[src/rtl/parity_scan_engine_if.sv]
// Memory read bus between the parity scan engine (master) and a data+parity memory (slave).
interface parity_scan_engine_if #(
  parameter int unsigned DATA_W = 8,
  parameter int unsigned ADDR_W = 4
);
  logic              mem_rd_en;
  logic [ADDR_W-1:0] mem_addr;
  logic [DATA_W-1:0] mem_data;
  logic              mem_parity;

  modport master (
    output mem_rd_en,
    output mem_addr,
    input  mem_data,
    input  mem_parity
  );

  modport slave (
    input  mem_rd_en,
    input  mem_addr,
    output mem_data,
    output mem_parity
  );
endinterface

[src/rtl/parity_scan_engine.sv]
// Walks a synchronous-read data+parity memory, checks each word's parity and tracks errors.
// Optional error injection in the check stage is enabled by defining PSCAN_ERR_INJECT_EN.
module parity_scan_engine #(
  parameter int unsigned DATA_W     = 8,
  parameter int unsigned ADDR_W     = 4,
  parameter int unsigned ERR_W      = 8,
  parameter int unsigned PARITY_ODD = 0
) (
  input  logic                        clock,
  input  logic                        reset,
  input  logic                        start,
  input  logic                        stop,
  input  logic                        mode,
  parity_scan_engine_if.master        mem,
  output logic                        chk_valid,
  output logic [ADDR_W-1:0]           chk_addr,
  output logic [DATA_W-1:0]           chk_data,
  output logic                        detect,
  output logic                        match,
  output logic [ERR_W-1:0]            err_count,
  output logic                        first_err_valid,
  output logic [ADDR_W-1:0]           first_err_addr,
  output logic                        busy,
  output logic                        done
`ifdef PSCAN_ERR_INJECT_EN
  ,
  input  logic                        inj_en,
  input  logic [ADDR_W-1:0]           inj_addr
`endif
);

  typedef enum logic [1:0] {StIdle, StScan, StDrain, StDone} state_e;

  localparam logic [ADDR_W-1:0] LastAddr  = '1;
  localparam logic [ERR_W-1:0]  ErrMax    = '1;
  localparam logic              ParityOdd = (PARITY_ODD != 0);

  state_e            state_q, state_d;
  logic [ADDR_W-1:0] cnt_q, cnt_d;
  logic              mode_q, mode_d;
  logic              drain_q, drain_d;
  logic              clear_res;
  logic              rd_en;

  logic              s1_valid_q;
  logic [ADDR_W-1:0] s1_addr_q;
  logic [DATA_W-1:0] inj_mask;
  logic [DATA_W-1:0] chk_data_c;
  logic              detect_c;

  always_comb begin
    state_d   = state_q;
    cnt_d     = cnt_q;
    mode_d    = mode_q;
    drain_d   = drain_q;
    clear_res = 1'b0;
    rd_en     = 1'b0;
    busy      = 1'b0;
    done      = 1'b0;
    unique case (state_q)
      StIdle: begin
        if (start) begin
          state_d   = StScan;
          mode_d    = mode;
          cnt_d     = '0;
          clear_res = 1'b1;
        end
      end
      StScan: begin
        rd_en = 1'b1;
        busy  = 1'b1;
        cnt_d = cnt_q + ADDR_W'(1);
        // Stop wins over both end-of-pass and wrap; the current read still issues.
        if (stop || (!mode_q && (cnt_q == LastAddr))) begin
          state_d = StDrain;
          drain_d = 1'b0;
        end
      end
      StDrain: begin
        busy    = 1'b1;
        drain_d = 1'b1;
        if (drain_q) state_d = StDone;
      end
      StDone: begin
        done    = 1'b1;
        state_d = StIdle;
      end
      default: state_d = StIdle;
    endcase
  end

  always_ff @(posedge clock) begin
    if (reset) begin
      state_q <= StIdle;
      cnt_q   <= '0;
      mode_q  <= 1'b0;
      drain_q <= 1'b0;
    end else begin
      state_q <= state_d;
      cnt_q   <= cnt_d;
      mode_q  <= mode_d;
      drain_q <= drain_d;
    end
  end

  assign mem.mem_rd_en = rd_en;
  assign mem.mem_addr  = cnt_q;

  // Stage 1 carries the address while the memory produces its data.
  always_ff @(posedge clock) begin
    if (reset) begin
      s1_valid_q <= 1'b0;
      s1_addr_q  <= '0;
    end else begin
      s1_valid_q <= rd_en;
      s1_addr_q  <= cnt_q;
    end
  end

`ifdef PSCAN_ERR_INJECT_EN
  assign inj_mask = (inj_en && (s1_addr_q == inj_addr)) ? {{(DATA_W-1){1'b0}}, 1'b1} : '0;
`else
  assign inj_mask = '0;
`endif

  assign chk_data_c = mem.mem_data ^ inj_mask;
  assign detect_c   = (^chk_data_c) ^ ParityOdd;

  always_ff @(posedge clock) begin
    if (reset) begin
      chk_valid <= 1'b0;
      chk_addr  <= '0;
      chk_data  <= '0;
      detect    <= 1'b0;
      match     <= 1'b0;
    end else begin
      chk_valid <= s1_valid_q;
      if (s1_valid_q) begin
        chk_addr <= s1_addr_q;
        chk_data <= chk_data_c;
        detect   <= detect_c;
        match    <= (mem.mem_parity == detect_c);
      end
    end
  end

  always_ff @(posedge clock) begin
    if (reset || clear_res) begin
      err_count       <= '0;
      first_err_valid <= 1'b0;
      first_err_addr  <= '0;
    end else if (chk_valid && !match) begin
      if (err_count != ErrMax) err_count <= err_count + ERR_W'(1);
      if (!first_err_valid) begin
        first_err_valid <= 1'b1;
        first_err_addr  <= chk_addr;
      end
    end
  end

endmodule
[src/flat_wrapper.sv]
// flat-port wrapper written by rule: the top's interface ports become plain ports
module parity_scan_engine_flat 
#(
  parameter int unsigned DATA_W     = 8,
  parameter int unsigned ADDR_W     = 4,
  parameter int unsigned ERR_W      = 8,
  parameter int unsigned PARITY_ODD = 0
)
  (clock, reset, start, stop, mode, chk_valid, chk_addr, chk_data, detect, match, err_count, first_err_valid, first_err_addr, busy, done, mem_mem_rd_en, mem_mem_addr, mem_mem_data, mem_mem_parity);
  parity_scan_engine_if #(.DATA_W(DATA_W), .ADDR_W(ADDR_W)) mem_i ();
  input  logic clock;
  input  logic reset;
  input  logic start;
  input  logic stop;
  input  logic mode;
  output logic chk_valid;
  output logic [ADDR_W-1:0] chk_addr;
  output logic [DATA_W-1:0] chk_data;
  output logic detect;
  output logic match;
  output logic [ERR_W-1:0] err_count;
  output logic first_err_valid;
  output logic [ADDR_W-1:0] first_err_addr;
  output logic busy;
  output logic done;
  output wire logic [$bits(mem_i.mem_rd_en)-1:0] mem_mem_rd_en;
  output wire logic [$bits(mem_i.mem_addr)-1:0] mem_mem_addr;
  input wire logic [$bits(mem_i.mem_data)-1:0] mem_mem_data;
  input wire logic [$bits(mem_i.mem_parity)-1:0] mem_mem_parity;
  assign mem_mem_rd_en = mem_i.mem_rd_en;
  assign mem_mem_addr = mem_i.mem_addr;
  assign mem_i.mem_data = mem_mem_data;
  assign mem_i.mem_parity = mem_mem_parity;
  parity_scan_engine #(.DATA_W(DATA_W), .ADDR_W(ADDR_W), .ERR_W(ERR_W), .PARITY_ODD(PARITY_ODD)) u_core (.clock(clock), .reset(reset), .start(start), .stop(stop), .mode(mode), .mem(mem_i), .chk_valid(chk_valid), .chk_addr(chk_addr), .chk_data(chk_data), .detect(detect), .match(match), .err_count(err_count), .first_err_valid(first_err_valid), .first_err_addr(first_err_addr), .busy(busy), .done(done));
endmodule
[config.mk]
export PLATFORM = sky130hd
export DESIGN_NAME = parity_scan_engine_flat
export DESIGN_NICKNAME = d
export VERILOG_FILES = /design/src/rtl/parity_scan_engine_if.sv /design/src/rtl/parity_scan_engine.sv /design/src/flat_wrapper.sv
export SDC_FILE = /design/constraint.sdc
export NUM_CORES = 1
export LEC_CHECK = 0
export BUFFER_PORTS_ARGS = -buffer_cell sky130_fd_sc_hd__buf_2
export CAP_MARGIN = 30
export CORE_UTILIZATION = 30
export CTS_BUF_LIST = sky130_fd_sc_hd__clkbuf_8
export CTS_CLUSTER_DIAMETER = 100
export DETAILED_ROUTE_END_ITERATION = 8
export GPL_TIMING_DRIVEN = 0
export SYNTH_ARGS = -nofsm -noshare
export SYNTH_HDL_FRONTEND = slang
export SYNTH_SLANG_ARGS = --single-unit
[constraint.sdc]
create_clock -name clock -period 1.7 [get_ports clock]
set_clock_uncertainty 0.05 [all_clocks]
set_input_delay 0.34 -clock clock [delete_from_list [all_inputs] [get_ports clock]]
set_output_delay 0.34 -clock clock [all_outputs]
set_load 0.02 [all_outputs]
==> impl_metrics.env <==
export IMPL_io_pins=49
export IMPL_p_total_mw=2.87
export IMPL_core_area_sq_mm=0.00554
export IMPL_slew_headroom=0.653
export IMPL_regArea_sq_um=826
export IMPL_dr_pass1_iters=4
export IMPL_start_kind="flop"
export IMPL_drc=0
export IMPL_placed_cell_area_sq_mm=0.00206
export IMPL_setup_violations=0
export IMPL_status="complete, no violations"
export IMPL_fin_crit_ps=1580
export IMPL_period_share=0.931
export IMPL_insertedDiodeCount=0
export IMPL_yosysSeqAreaShare=0.474
export IMPL_p_leak_nw=0.952
export IMPL_power_density_mw_per_mm2=1300
export IMPL_antenna_found_initial=0
export IMPL_slowest_delay_ps=360
export IMPL_die_y_um=77.9
export IMPL_start_util=0.312
export IMPL_synth_largest_area_cell="dfxtp_1"
export IMPL_track_usage=0.126
export IMPL_wl_um=3540
export IMPL_post_drt_wl_per_cell_um=11.6
export IMPL_final_setup_worst_slack_ps=117
export IMPL_cpMaxStageDelayCell="dfxtp_2"
export IMPL_yosysUniqueCellTypes=36
export IMPL_grt_pass1_vias=1292
export IMPL_required_ps=1810
export IMPL_syn_nets=198
export IMPL_multi_input_area_sq_um=885
export IMPL_worst_setup_path_type="flop to flop"
export IMPL_synthCells=178
export IMPL_synth_area_leaders="dfxtp_1 (47%), mux2i_1 (10%), nor2_1 (6.9%)"
export IMPL_cts_htree_levels=2
export IMPL_vias=1374
export IMPL_synth_top_area_share=0.474
export IMPL_drv_slew=0
export IMPL_syn_avg_cell_area_sq_um=9.72
export IMPL_clk_pin_slew_worst_paths_ps=80
export IMPL_syn_area_sq_mm=0.00173
export IMPL_worstPathCellList="inv_1, ha_2, nor2b_1, a221oi_2, mux2i_1, nor2_1"
export IMPL_globalplace_congestion=0.762
export IMPL_maxCapViolCount=0
export IMPL_fillers=592
export IMPL_postCtsHoldBufs=0
export IMPL_synth_warnings=0
export IMPL_cp_end_kind="flop"
export IMPL_worstPathMaxFanout=9
export IMPL_rows=27
export IMPL_drive_gt1_frac=0.295
export IMPL_fin_cells=306
export IMPL_postCtsSetupBuffers=0
export IMPL_peakVddDrop_v=0.000858
export IMPL_drt_iter0_drc=19
export IMPL_clock_path_buffers=2
export IMPL_die_w_um=77.9
export IMPL_port_buffers=48
export IMPL_cts_tree="yes"
export IMPL_stdcell_area_sq_mm=0.00221
export IMPL_layout_nets=253
export IMPL_dp_cells=298
export IMPL_hold_start="mem_mem_data[4]"
export IMPL_tightest_slew_ps=520
export IMPL_root_buffer="clkbuf_8"
export IMPL_r2r_start="u_core.state_q[1]$_SDFFE_PP0P_"
export IMPL_clock_fmax_mhz=632
export IMPL_cts_sinks=41
export IMPL_ant_nets=0
export IMPL_clock_latency_ps=290
export IMPL_grt_max_degree=14
export IMPL_cts_buffers=5
export IMPL_grt_overflow=0
export IMPL_min_path_type="primary input to flop"
export IMPL_via_per_inst=4.49
export IMPL_synth_seq_cells=41
export IMPL_hpwl_um=2640
export IMPL_grt_pass1_wl_um=5980
export IMPL_rsz0062_at_grt="false"
export IMPL_final_hold_viol_count=0
export IMPL_critPathLaunch="u_core.state_q[1]$_SDFFE_PP0P_"
export IMPL_die_area_sq_mm=0.00608
export IMPL_pre_cts_ws_ps=-96.1
export IMPL_fin_util=0.399
export IMPL_arrival_ps=1690
export IMPL_reg2reg_slack_ps=120
export IMPL_area_growth_syn_to_layout_pct=27.8
-- cells in the final DEF, fill, tap and decap left out, drive strengths merged, types with 3 or more instances in the layout --
master / instances
o21ai: 5
o211ai: 3
nand3: 5
buf: 51
nor2: 32
ha: 6
a211oi: 3
xnor2: 8
clkbuf: 8
nand2b: 5
inv: 3
a21oi: 6
nor2b: 9
mux2i: 18
dfxtp: 41
nand2: 6
xor2: 4
-- worst paths after layout --
kind / end / cells past startpoint
max: u_core.state_q[1]$_SDFFE_PP0P_ / 6
min: u_core.chk_data[4]$_SDFFE_PP0P_ / 3
max reg2reg: u_core.state_q[1]$_SDFFE_PP0P_ / 6
min reg2reg: u_core.mode_q$_SDFFE_PP0P_ / 2
-- through the flow --
stage / TNS [ps] / hold slack [ps]
floorplan: 0 / 381
global placement: -108 / 393
detailed placement: -157 / 396
CTS: 0 / 246
global route: 0 / 260
finish: 0 / 254
-- timing repair --
item,in CTS,in global routing
endpoints found under the setup margin,2,13
pin swaps,0,1
gates resized for setup,2,6
endpoints found under the hold margin,0,0
-- cells by family (layout without fill, tap and decap cells) --
kind of cell | count (synthesis) | after routing | share of synthesized area
and+or+nand+nor | 70 | 70 | 0.201
DFF | 41 | 41 | 0.474
AOI/OAI and AO/OA | 21 | 21 | 0.0817
muxes | 18 | 18 | 0.104
xor gates and xnor gates | 13 | 13 | 0.0745
buffers and inverters | 9 | 65 | 0.0210
adders and majority gates | 6 | 6 | 0.0434
-- power by group --
part	total [mW]	switching [mW]	internal, mW
Clock	0.921	0.338	0.583
Sequential	1.13	0.0681	1.06
Combinational	0.815	0.481	0.334
Total	2.87	0.887	1.98
-- flip-flops by register name, indices dropped and copies added, names as in the netlist, 2 cells and up --
register	count
u_core.chk_data	8
u_core.state_q	2
u_core.s1_addr_q	4
u_core.err_count	8
u_core.first_err_addr	4
u_core.mem.mem_addr	4
u_core.chk_addr	4
-- cell type report --
class | count | share of cell area
plain buffers | 6 | 0.0119
clock buffers | 5 | 0.0311
clock inverters | 3 | 0.0294
inverters | 3 | 0.00509
multi-input cells | 128 | 0.400
flip-flops and latches | 41 | 0.373
well taps | 72 | 0.0407
repair buffers | 48 | 0.109
-- layer usage --
| metal | GRT usage | part of all wire | vias up |
|---|---|---|---|
| met5 | 0 | 0 | - |
| met4 | 0.0500 | 0.017 | 0 |
| met3 | 0.0329 | 0.055 | 8 |
| met2 | 0.195 | 0.43 | 39 |
| met1 | 0.166 | 0.50 | 614 |
| li1 | - | - | 713 |
-- worst max-delay path, delay by kind of cell, from the launching register on --
kind	cells	cell delay, ps
compound gates	1	300
fa+ha+maj	1	230
buf+inv	1	70
flops	1	360
mux	1	230
simple gates	2	230
-- synth_stat cells --
| master | n |
|---|---|
| inv_1 | 3 |
| nand4_1 | 1 |
| nor2_1 | 32 |
| a211oi_2 | 1 |
| o21ai_0 | 4 |
| buf_1 | 2 |
| a221oi_1 | 1 |
| clkbuf_1 | 2 |
| ha_1 | 6 |
| nand2b_1 | 5 |
| a211oi_1 | 2 |
| o21ai_2 | 1 |
| nand3b_1 | 1 |
| nand2_1 | 6 |
| mux2i_1 | 18 |
| o211ai_1 | 3 |
| a22oi_1 | 1 |
| dfxtp_1 | 41 |
| nand4b_1 | 1 |
| buf_2 | 2 |
| and3_1 | 2 |
| xor2_1 | 4 |
| and2_1 | 1 |
| and2b_1 | 1 |
| or4_1 | 1 |
| or3_1 | 1 |
| o31ai_1 | 1 |
| nor3_1 | 2 |
| xnor2_1 | 8 |
| nor3b_1 | 1 |
| xor3_1 | 1 |
| a32oi_1 | 1 |
| a21oi_1 | 6 |
| nand3_1 | 5 |
| nor2b_1 | 9 |
| and4bb_2 | 1 |
Note: power is estimated with default switching activity, not from simulation.
